===== src/rtl/oddr_bank_pkg.sv =====
// Shared types and limits for the DDR output bank: FSM states, D2 capture
// modes and legal parameter ranges.
package oddr_bank_pkg;

    typedef enum logic [1:0] {
        RESET = 2'd0,
        HOLD  = 2'd1,
        RUN   = 2'd2
    } state_e;

    typedef enum logic {
        CAP_SAME     = 1'b0,
        CAP_OPPOSITE = 1'b1
    } cap_mode_e;

    localparam string EDGE_SAME     = "SAME_EDGE";
    localparam string EDGE_OPPOSITE = "OPPOSITE_EDGE";

    localparam int RST_HOLD_MAX = 15;
    localparam int WIDTH_MAX    = 64;

endpackage


===== src/rtl/oddr_bank_lane.sv =====
// One DDR output lane: rising-edge D1 capture, D2 capture on the edge the
// mode selects, and a clock-driven mux between the two halves.
module oddr_bank_lane
    import oddr_bank_pkg::*;
#(
    parameter cap_mode_e MODE   = CAP_SAME,
    parameter logic      D1_INV = 1'b0,
    parameter logic      D2_INV = 1'b0,
    parameter logic      SRVAL  = 1'b0
) (
    input  logic i_ce,
    input  logic i_run_nxt,
    input  logic i_run,
    input  logic i_d1,
    input  logic i_d2,
    output logic o_q
);

    logic w_d1;
    logic w_d2;
    logic w_d2_fall;
    logic r_rise;
    logic r_fall;

    assign w_d1 = i_d1 ^ D1_INV;
    assign w_d2 = i_d2 ^ D2_INV;

    always_ff @(posedge i_ce) begin
        r_rise <= i_run_nxt ? w_d1 : SRVAL;
    end

    if (MODE == CAP_SAME) begin : g_same
        logic r_d2_early;
        always_ff @(posedge i_ce) begin
            r_d2_early <= i_run_nxt ? w_d2 : SRVAL;
        end
        assign w_d2_fall = r_d2_early;
    end else begin : g_opposite
        assign w_d2_fall = w_d2;
    end

    // i_run is the state just entered on the preceding rising edge, so a reset
    // taken there forces SRVAL here and no D2 leaks through.
    always_ff @(negedge i_ce) begin
        r_fall <= i_run ? w_d2_fall : SRVAL;
    end

    assign o_q = i_ce ? r_rise : r_fall;

endmodule


===== src/rtl/oddr_bank.sv =====
// Bank of WIDTH DDR output lanes sharing one reset/hold sequencer.
// Define ODDR_BANK_TRISTATE_EN to add the shared T1/T2 -> TQ enable path.
//
// state | meaning
// RESET | SR seen high; Q held at SRVAL
// HOLD  | SR low, counting RST_HOLD rising edges before release
// RUN   | lanes pass D1/D2; RDY high
module oddr_bank
    import oddr_bank_pkg::*;
#(
    parameter int               WIDTH          = 8,
    parameter string            DDR_CLK_EDGE   = "SAME_EDGE",
    parameter logic             IS_C_INVERTED  = 1'b0,
    parameter logic [WIDTH-1:0] IS_D1_INVERTED = {WIDTH{1'b0}},
    parameter logic [WIDTH-1:0] IS_D2_INVERTED = {WIDTH{1'b0}},
    parameter logic [WIDTH-1:0] SRVAL          = {WIDTH{1'b0}},
    parameter int               RST_HOLD       = 3
) (
    input  logic             C,
    input  logic             SR,
    input  logic [WIDTH-1:0] D1,
    input  logic [WIDTH-1:0] D2,
`ifdef ODDR_BANK_TRISTATE_EN
    input  logic             T1,
    input  logic             T2,
    output logic             TQ,
`endif
    output logic [WIDTH-1:0] Q,
    output logic             RDY
);

    if (WIDTH < 1 || WIDTH > WIDTH_MAX) begin : g_err_width
        $error("oddr_bank: WIDTH must be 1..64");
    end
    if (RST_HOLD < 0 || RST_HOLD > RST_HOLD_MAX) begin : g_err_hold
        $error("oddr_bank: RST_HOLD must be 0..15");
    end
    if (DDR_CLK_EDGE != EDGE_SAME && DDR_CLK_EDGE != EDGE_OPPOSITE) begin : g_err_edge
        $error("oddr_bank: DDR_CLK_EDGE must be SAME_EDGE or OPPOSITE_EDGE");
    end

    localparam cap_mode_e  CAP_MODE  = (DDR_CLK_EDGE == EDGE_OPPOSITE) ? CAP_OPPOSITE : CAP_SAME;
    localparam logic [3:0] HOLD_LOAD = (RST_HOLD == 0) ? 4'd0 : 4'(RST_HOLD - 1);

    logic       w_ce;
    state_e     r_state;
    state_e     w_state_nxt;
    logic [3:0] r_cnt;
    logic [3:0] w_cnt_nxt;
    logic       w_run;
    logic       w_run_nxt;

    assign w_ce = C ^ IS_C_INVERTED;

    always_ff @(posedge w_ce) begin
        if (SR) begin
            r_state <= RESET;
            r_cnt   <= 4'd0;
        end else begin
            r_state <= w_state_nxt;
            r_cnt   <= w_cnt_nxt;
        end
    end

    always_comb begin
        w_state_nxt = r_state;
        w_cnt_nxt   = r_cnt;
        case (r_state)
            RESET: begin
                if (RST_HOLD == 0) begin
                    w_state_nxt = RUN;
                end else begin
                    w_state_nxt = HOLD;
                    w_cnt_nxt   = HOLD_LOAD;
                end
            end
            HOLD: begin
                if (r_cnt == 4'd0) begin
                    w_state_nxt = RUN;
                end else begin
                    w_cnt_nxt = r_cnt - 4'd1;
                end
            end
            RUN:     w_state_nxt = RUN;
            default: w_state_nxt = RESET;
        endcase
    end

    // Lanes look ahead at the next state so the first D1 lands on the RUN entry edge.
    assign w_run_nxt = !SR && (w_state_nxt == RUN);
    assign w_run     = (r_state == RUN);
    assign RDY       = w_run;

    for (genvar i = 0; i < WIDTH; i++) begin : g_lane
        oddr_bank_lane #(
            .MODE   (CAP_MODE),
            .D1_INV (IS_D1_INVERTED[i]),
            .D2_INV (IS_D2_INVERTED[i]),
            .SRVAL  (SRVAL[i])
        ) u_lane (
            .i_ce      (w_ce),
            .i_run_nxt (w_run_nxt),
            .i_run     (w_run),
            .i_d1      (D1[i]),
            .i_d2      (D2[i]),
            .o_q       (Q[i])
        );
    end

`ifdef ODDR_BANK_TRISTATE_EN
    oddr_bank_lane #(
        .MODE   (CAP_MODE),
        .D1_INV (1'b0),
        .D2_INV (1'b0),
        .SRVAL  (1'b1)
    ) u_tri (
        .i_ce      (w_ce),
        .i_run_nxt (w_run_nxt),
        .i_run     (w_run),
        .i_d1      (T1),
        .i_d2      (T2),
        .o_q       (TQ)
    );
`endif

endmodule


===== config.mk =====
export PLATFORM = sky130hd
export DESIGN_NAME = oddr_bank
export DESIGN_NICKNAME = d
export VERILOG_FILES = /design/src/rtl/oddr_bank_pkg.sv /design/src/rtl/oddr_bank_lane.sv /design/src/rtl/oddr_bank.sv
export SDC_FILE = /design/constraint.sdc
export NUM_CORES = 1
export LEC_CHECK = 0
export BUFFER_PORTS_ARGS = -buffer_cell sky130_fd_sc_hd__buf_2
export CAP_MARGIN = 20
export CORE_MARGIN = 3
export CORE_UTILIZATION = 35
export DETAILED_ROUTE_END_ITERATION = 7
export PLACE_DENSITY_LB_ADDON = 0.12
export SYNTH_ARGS = -nofsm -noshare
export SYNTH_HDL_FRONTEND = slang
export SYNTH_HIERARCHICAL = 1
export SYNTH_SLANG_ARGS = --single-unit

===== constraint.sdc =====
create_clock -name C -period 2.6 [get_ports C]
set_clock_uncertainty 0.1 [all_clocks]
set_input_delay 0.39 -clock C [delete_from_list [all_inputs] [get_ports C]]
set_output_delay 0.39 -clock C [all_outputs]
set_load 0.02 [all_outputs]

Yosys cells after proc, flatten, opt, wreduce, memory -nomap -nowiden:

Index checks and enable logic that the tools add are counted.

* output and inout bits: 9
* word-level logic and storage cells: 49
* register bits after elaboration: 30
* bits of input ports: 18

* $add $sub $neg: 1
* eq/ne operators: 4
* reduce and logical (&&, ||, !) cells: 6
* mux-type cells: 12

Operator list (number)
* two-way mux 1 bit: 8
* case mux 4 bit (2 select lines): 1
* case mux 2 bit (3 select lines): 1
* equality test 2 bit, second input constant: 2
* logical NOT 4 bit: 1
* two-way mux 4 bit: 1
* subtractor 4 x 1 -> 4 bit, second input constant: 1
* equality test 2 x 1 -> 1 bit, second input constant: 1
* logical NOT 2 bit: 1
* two-way mux 2 bit: 1
* != test 2 bit, second input constant: 1
* AND reduction 2 bit: 1
* nonzero test 2 bit: 1
* logical AND 1 bit: 1
* logical NOT 1 bit: 1

Longest topological paths before layout:

Gate-level depths: netlist of run 1.

* depth in word-level cells: 5
* mapped depth: 6

Hierarchy:

Netlist of run 1, hierarchy kept.

Modules (own cells, without submodules)
* oddr_bank_lane: times used 8, cells each 8, area each 97.6 µm²
* oddr_bank: times used 1, cells each 32, area each 307.8 µm²

==> results of run 1 <==
-- registers in the layout (all words and copies together), names as in the netlist --
register	count
g_lane.u_lane/r_rise	8
r_state	2
g_lane.u_lane/g_same.r_d2_early	8
g_lane.u_lane/r_fall	8
r_cnt	4
-- cells in the final DEF, fill, tap and decap left out, drive strengths merged --
master and n:
nor4bb 1, nor2b 2, bufinv 1, nand3b 1, mux2 8, a211oi 3, clkbuf 10, ha 1
nor3 1, o21bai 1, dfxtp 30, and2 24, nor2 1, a21oi 4, or4b 1, a211o 1
or3b 1, inv 11, nor4 1, o21ai 3, buf 29
-- cells by family after synthesis --
kind of cell / after synthesis / share of synthesized area
AOI/OAI and AO/OA: 12 / 0.0678
adders and majority gates: 1 / 0.0115
buffers and inverters: 12 / 0.0483
DFF: 30 / 0.552
muxes: 8 / 0.110
and+or+nand+nor: 33 / 0.210
-- cell usage after synthesis --
library cell / n
dfxtp_1: 30
nand3b_1: 1
inv_1: 10
nor4bb_4: 1
a21oi_1: 4
o21ai_0: 3
or4b_1: 1
mux2_4: 8
nor2_1: 1
and2_1: 24
ha_1: 1
clkbuf_1: 1
nor2b_1: 2
o21bai_1: 1
nor4_1: 1
a211oi_1: 3
buf_6: 1
nor3_1: 1
a211o_1: 1
or3b_1: 1
-- layer usage --
metal  up-vias  part of all wire
met5         -                 0
met3         7             0.086
met4         0             0.035
met2        24              0.48
li1        392                 -
met1       331              0.40
-- cell type report --
class / count / area (um2)
clock inverter: 10 / 63.8
multi-input combinational: 54 / 443
tap: 31 / 38.8
inverter: 2 / 7.51
fill: 279 / 1420
timing repair buffer: 21 / 113
sequential: 30 / 601
clock buffer: 18 / 171
-- timing repair --
action                                  in CTS  in global routing
endpoints found under the setup margin       8                  8
cloned                                       0                  0
resized for setup                           16                  0
pin swaps                                    0                  0
-- power by group through the flow --
stage	Combinational [mW]	Clock (mW)	Sequential, mW
final	0.300	0.749	0.608
after CTS	0.306	0.782	0.610
after global routing	0.346	0.821	0.624
after floorplan	0.242	0.158	0.595
after detailed placement	0.303	0.177	0.619
after global placement	0.296	0.177	0.615
-- worst paths after layout --
kind	startpoint	to	slack, ns	depth (start not counted)
worst max-delay path	g_lane[3].u_lane/r_fall	Q[3]	-0.38	2
worst min-delay path	D1[5]	g_lane[5].u_lane/r_rise	0.06	2
worst max register to register	r_state[0]	g_lane[4].u_lane/r_fall	0.32	2
worst min register to register	r_cnt[1]	r_cnt[1]	0.40	2
-- per-stage QoR --
stage	total power, mW	worst slack [ns]	utilization	std cells
floorplan	0.995	0.103	-	96
global placement	1.09	0.134	0.446	154
detailed placement	1.10	0.121	0.446	154
CTS	1.70	-0.398	0.504	166
global route	1.79	-0.428	0.504	166
finish	1.66	-0.382	0.504	166
-- worst reg2reg max path: stages, from the launching register on --
cell	delay, ns
dfxtp_1	0.53
nor2b_4	0.12
and2_1	0.17
==> summary.txt, run 1 <==
Outcome
  • Status: finished with violations
  • Failing checks: negative setup slack

Power and ir drop
  • Leakage: 0.681 nW
  • Switching power total: 0.511 mW
  • PD cells: 1150 mW/mm2
  • Comb pwr share: 0.181
  • Switching share of power: 0.308
  • Flop pwr share: 0.367
  • VDD IR-drop max: 0.445 mV
  • Int Pwr: 1.15 mW
  • Clock group share of total power: 0.452

Worst setup path
  • Crit path required time: 2.11 ns
  • Critical path launch point type: register
  • CP Capture Type: primary output
  • Worst path max stage delay: 0.30 ns
  • Critical path type: reg2out
  • Worst Path Buf+Inv: 1
  • Worst path cell trace: mux2_4 -> buf_6
  • Slowest CP cell: dfxtp_1
  • Crit path DAT: 2.49 ns
  • CP top delay family: flip-flops
  • CP Max Fanout: 1

Floorplan
  • Core Area: 0.00285 mm2
  • I/O Pins: 27
  • Initial Util: 0.382
  • DIE WIDTH: 61.8 um
  • Die area: 0.00382 mm2
  • Num rows: 19
  • Die extent in y: 61.8 um

Job
  • Max Cap Violations: 0

Clocking
  • Post-CTS Setup Inserts: 0
  • CTS tree: done
  • CTS clk-pin slew, worst paths: 0.09 ns
  • Worst-Skew Late Latency: 0.43 ns
  • Hold buffers post-CTS: 0

Yosys
  • #FFs+latches synth: 30
  • Synth top area share: 0.552
  • Area leader, netlist: dfxtp_1
  • Main area contributors after synthesis: dfxtp_1 55%, and2_1 14%, mux2_4 11%
  • Syn nets: 115
  • Post-Syn Instances: 96
  • Yosys cell types: 20
  • Cell Area, Synth: 0.00109 mm2
  • Avg Cell Area, Syn: 11.3 um2
  • Post-synthesis sequential area ratio: 0.552
  • Warnings from Yosys: 6

Finish
  • Share of post-route cells with drive strength above 1: 0.370
  • N_diodes: 0
  • Nets: 153
  • Synth-to-layout area growth: 32.1%
  • Post-route cell area: 0.00144 mm2

Route
  • Avg Vias per Cell: 4.54
  • DRT antenna net count: 0
  • Drt total wl: 1.79 mm
  • DRT Pass-1 Iters: 3
  • Wire length per cell: 10.8 um
  • DRC: 0
  • 1st-iter DRT viols: 12
  • Vias: 754

STA
  • Final Max Slew Viols: 0
  • Tightest Pin Transition: 0.358 ns
  • Final hold slack: 0.0585 ns
  • Final hold vios: 0
  • Setup total negative slack: -2.84 ns
  • Setup WS post-layout: -0.382 ns
  • Worst relative slew slack: 0.761
  • Final setup fails: 8
  • RSZ-0062 raised after global routing: yes

Global route
  • Vias in the first global route: 846
  • Initial antenna violation count: 0
  • First-pass GRT wire length: 3.03 mm
  • Met3 GRT Util: 0.0950
  • Grt met2 use: 0.166
  • Grt total ovfl: 0
  • GRT Max-Usage Layer: met2
  • Met1 GRT Util: 0.0952
  • Largest net degree at the start of global routing: 13
  • Tot GR Track Use: 0.121

Placed design
  • Placed Area: 0.00127 mm2
  • IO Port Bufs: 26
  • Gp weighted congestion: 0.717
  • Post-DP HPWL: 1.18 mm

Hold path
  • Worst Hold Class: in2reg
Note: power is estimated with default switching activity, not from simulation.
==> run 2, diff against run 1 <==
==> constraint.sdc (replaced) <==
create_clock -name C -period 2.6 [get_ports C]
set_clock_uncertainty 0.1 [all_clocks]
set_input_delay 0.52 -clock C [delete_from_list [all_inputs] [get_ports C]]
set_output_delay 0.52 -clock C [all_outputs]
set_load 0.005 [all_outputs]
==> run 2 against run 1 <==
The flow still finishes with violations (negative setup slack); worst setup slack got worse by 0.10 ns; critical path depth stayed put; critical path type unchanged; largest cell class unchanged; sequential power down 2%; global-route usage up 0.19 points; register-to-register slack better by 0.02 ns; highest routed layer unchanged.
==> summary.txt, run 2 (synthesis results as in run 1) <==
Worst setup path
  • CP Max Fanout: 1 (unchanged)
  • Slowest CP cell: dfxtp_1
  • Critical path launch point type: register
  • Worst path cell trace: mux2_4 -> buf_6
  • CP Capture Type: primary output
  • Crit path required time: 1.98 ns (-0.13 ns)
  • Crit path DAT: 2.46 ns (-0.03 ns)
  • Critical path type: reg2out
  • Worst path max stage delay: 0.29 ns (about the same)

Floorplan
  • Die extent in y: 61.8 um (unchanged)
  • Num rows: 19 (unchanged)
  • I/O Pins: 27 (unchanged)
  • Initial Util: 0.382 (unchanged)
  • Core Area: 0.00285 mm2 (unchanged)
  • Die area: 0.00382 mm2 (unchanged)
  • DIE WIDTH: 61.8 um (unchanged)

Global route
  • First-pass GRT wire length: 2.99 mm (-1.2%)
  • Grt met2 use: 0.149 (-0.0164)
  • Largest net degree at the start of global routing: 13 (unchanged)
  • Met1 GRT Util: 0.110 (+0.0145)
  • Vias in the first global route: 806 (-4.7%)
  • Met3 GRT Util: 0.0992 (+0.00413)
  • Tot GR Track Use: 0.123 (+0.00192)
  • GRT Max-Usage Layer: met4
  • Initial antenna violation count: 0 (unchanged)
  • Grt total ovfl: 0 (unchanged)

Placed design
  • Pre-CTS setup slack: 0.0228 ns (-0.0983 ns)
  • Gp weighted congestion: 0.694 (-3.3%)
  • Placed Area: 0.00128 mm2 (+0.39%)
  • IO Port Bufs: 26 (unchanged)
  • Post-DP HPWL: 1.22 mm (+3.4%)

STA
  • Final Max Slew Viols: 0 (unchanged)
  • Worst relative slew slack: 0.718 (-0.0429)
  • Setup WS post-layout: -0.483 ns (-0.101 ns)
  • Final hold vios: 0 (unchanged)
  • Final setup fails: 8 (unchanged)
  • Tightest Pin Transition: 0.422 ns (+0.0641 ns)
  • Setup total negative slack: -3.80 ns (-0.964 ns)
  • Final hold slack: 0.177 ns (+0.119 ns)
  • RSZ-0062 raised after global routing: yes

Power and ir drop
  • Leakage: 0.686 nW (+0.63%)
  • VDD IR-drop max: 0.557 mV (+25%)
  • PD cells: 1140 mW/mm2 (-1.5%)
  • Total power: 1.64 mW (-1.2%)

Route
  • Drt total wl: 1.93 mm (+7.8%)
  • Avg Vias per Cell: 4.66 (+2.7%)
  • DRT antenna net count: 0 (unchanged)
  • Wire length per cell: 11.6 um (+7.1%)
  • DRC: 0 (unchanged)
  • Vias: 779 (+3.3%)
  • DRT Pass-1 Iters: 3 (unchanged)
  • 1st-iter DRT viols: 11 (-1)

Outcome
  • Failing checks: negative setup slack
  • Status: finished with violations

Clocking
  • CTS tree: done
  • CTS clk-pin slew, worst paths: 0.09 ns (about the same)
  • Worst-Skew Late Latency: 0.43 ns (about the same)
  • Post-CTS Setup Inserts: 0 (unchanged)

Finish
  • N_diodes: 0 (unchanged)
  • Commonest cells after routing, fill and taps aside: 30 x dfxtp_1, 24 x and2_1, 18 x buf_2, 11 x inv_1, 9 x clkbuf_4
  • Synth-to-layout area growth: 32.5%
  • Share of post-route cells with drive strength above 1: 0.375 (+0.00463)
  • Commonest non-fill, non-tap cell in the layout: dfxtp_1
  • Post-route cell area: 0.00144 mm2 (+0.35%)
  • Regs by FF count: g_lane.u_lane/g_same.r_d2_early x8, g_lane.u_lane/r_fall x8, g_lane.u_lane/r_rise x8
  • Nets: 154 (+0.65%)

Job
  • Max Cap Violations: 0 (unchanged)

Hold path
  • Worst Hold Class: in2reg
==> run 2: cell count changes in the layout (fill, tap and decap cells not counted), sizes merged <==
| cell | delta |
|---|---|
| buf | +1 |
==> run 2: path summary, 6_finish.rpt <==
| path | startpoint | endpoint | slack (ns) | cells after the start |
|---|---|---|---|---|
| worst min register to register | r_cnt[1] | r_cnt[1] | 0.41 | 2 |
| worst max-delay path | g_lane[6].u_lane/r_fall | Q[6] | -0.48 | 2 |
| worst max register to register | r_state[1] | g_lane[4].u_lane/r_fall | 0.34 | 3 |
| worst min-delay path | D1[4] | g_lane[4].u_lane/r_rise | 0.18 | 2 |
==> run 2: cell type report <==
| class | count | area, um2 |
|---|---|---|
| fill | 270 | 1410 |
| sequential | 30 | 601 |
| multi-input combinational | 54 | 440 |
| clock buffer | 18 | 171 |
| timing repair buffer | 22 | 120 |
| clock inverter | 10 | 63.8 |
| tap | 31 | 38.8 |
| inverter | 2 | 7.51 |
==> run 2: metrics by stage <==
| stage | instances | util |
|---|---|---|
| 3_5_place_dp | 155 | 0.448 |
| 4_1_cts | 167 | 0.504 |
| 5_1_grt | 167 | 0.506 |
| 6_report | 167 | 0.506 |
| 2_1_floorplan | 96 | - |
| 3_3_place_gp | 155 | 0.448 |
==> run 2: power breakdown <==
part / internal, mW / switching, mW
combinational: 0.162 / 0.153
sequential: 0.554 / 0.0405
clock: 0.431 / 0.297
==> run 2: timing repair <==
item	4_1_cts	5_1_grt
hold buffers	0	0
resized for setup	7	1
endpoints found under the setup margin	8	8
==> run 2: routing by layer <==
| metal | up-vias | routed length (um) |
|---|---|---|
| met5 | - | 0 |
| met1 | 352 | 773 |
| met3 | 5 | 189 |
| met4 | 0 | 42 |
| met2 | 30 | 926 |
| li1 | 392 | - |
==> run 2: critical path: cells and delay by family (launching register included) <==
family / cells / cell delay, ns
buffers and inverters: 1 / 0.11
flip-flops: 1 / 0.29
multiplexers: 1 / 0.27
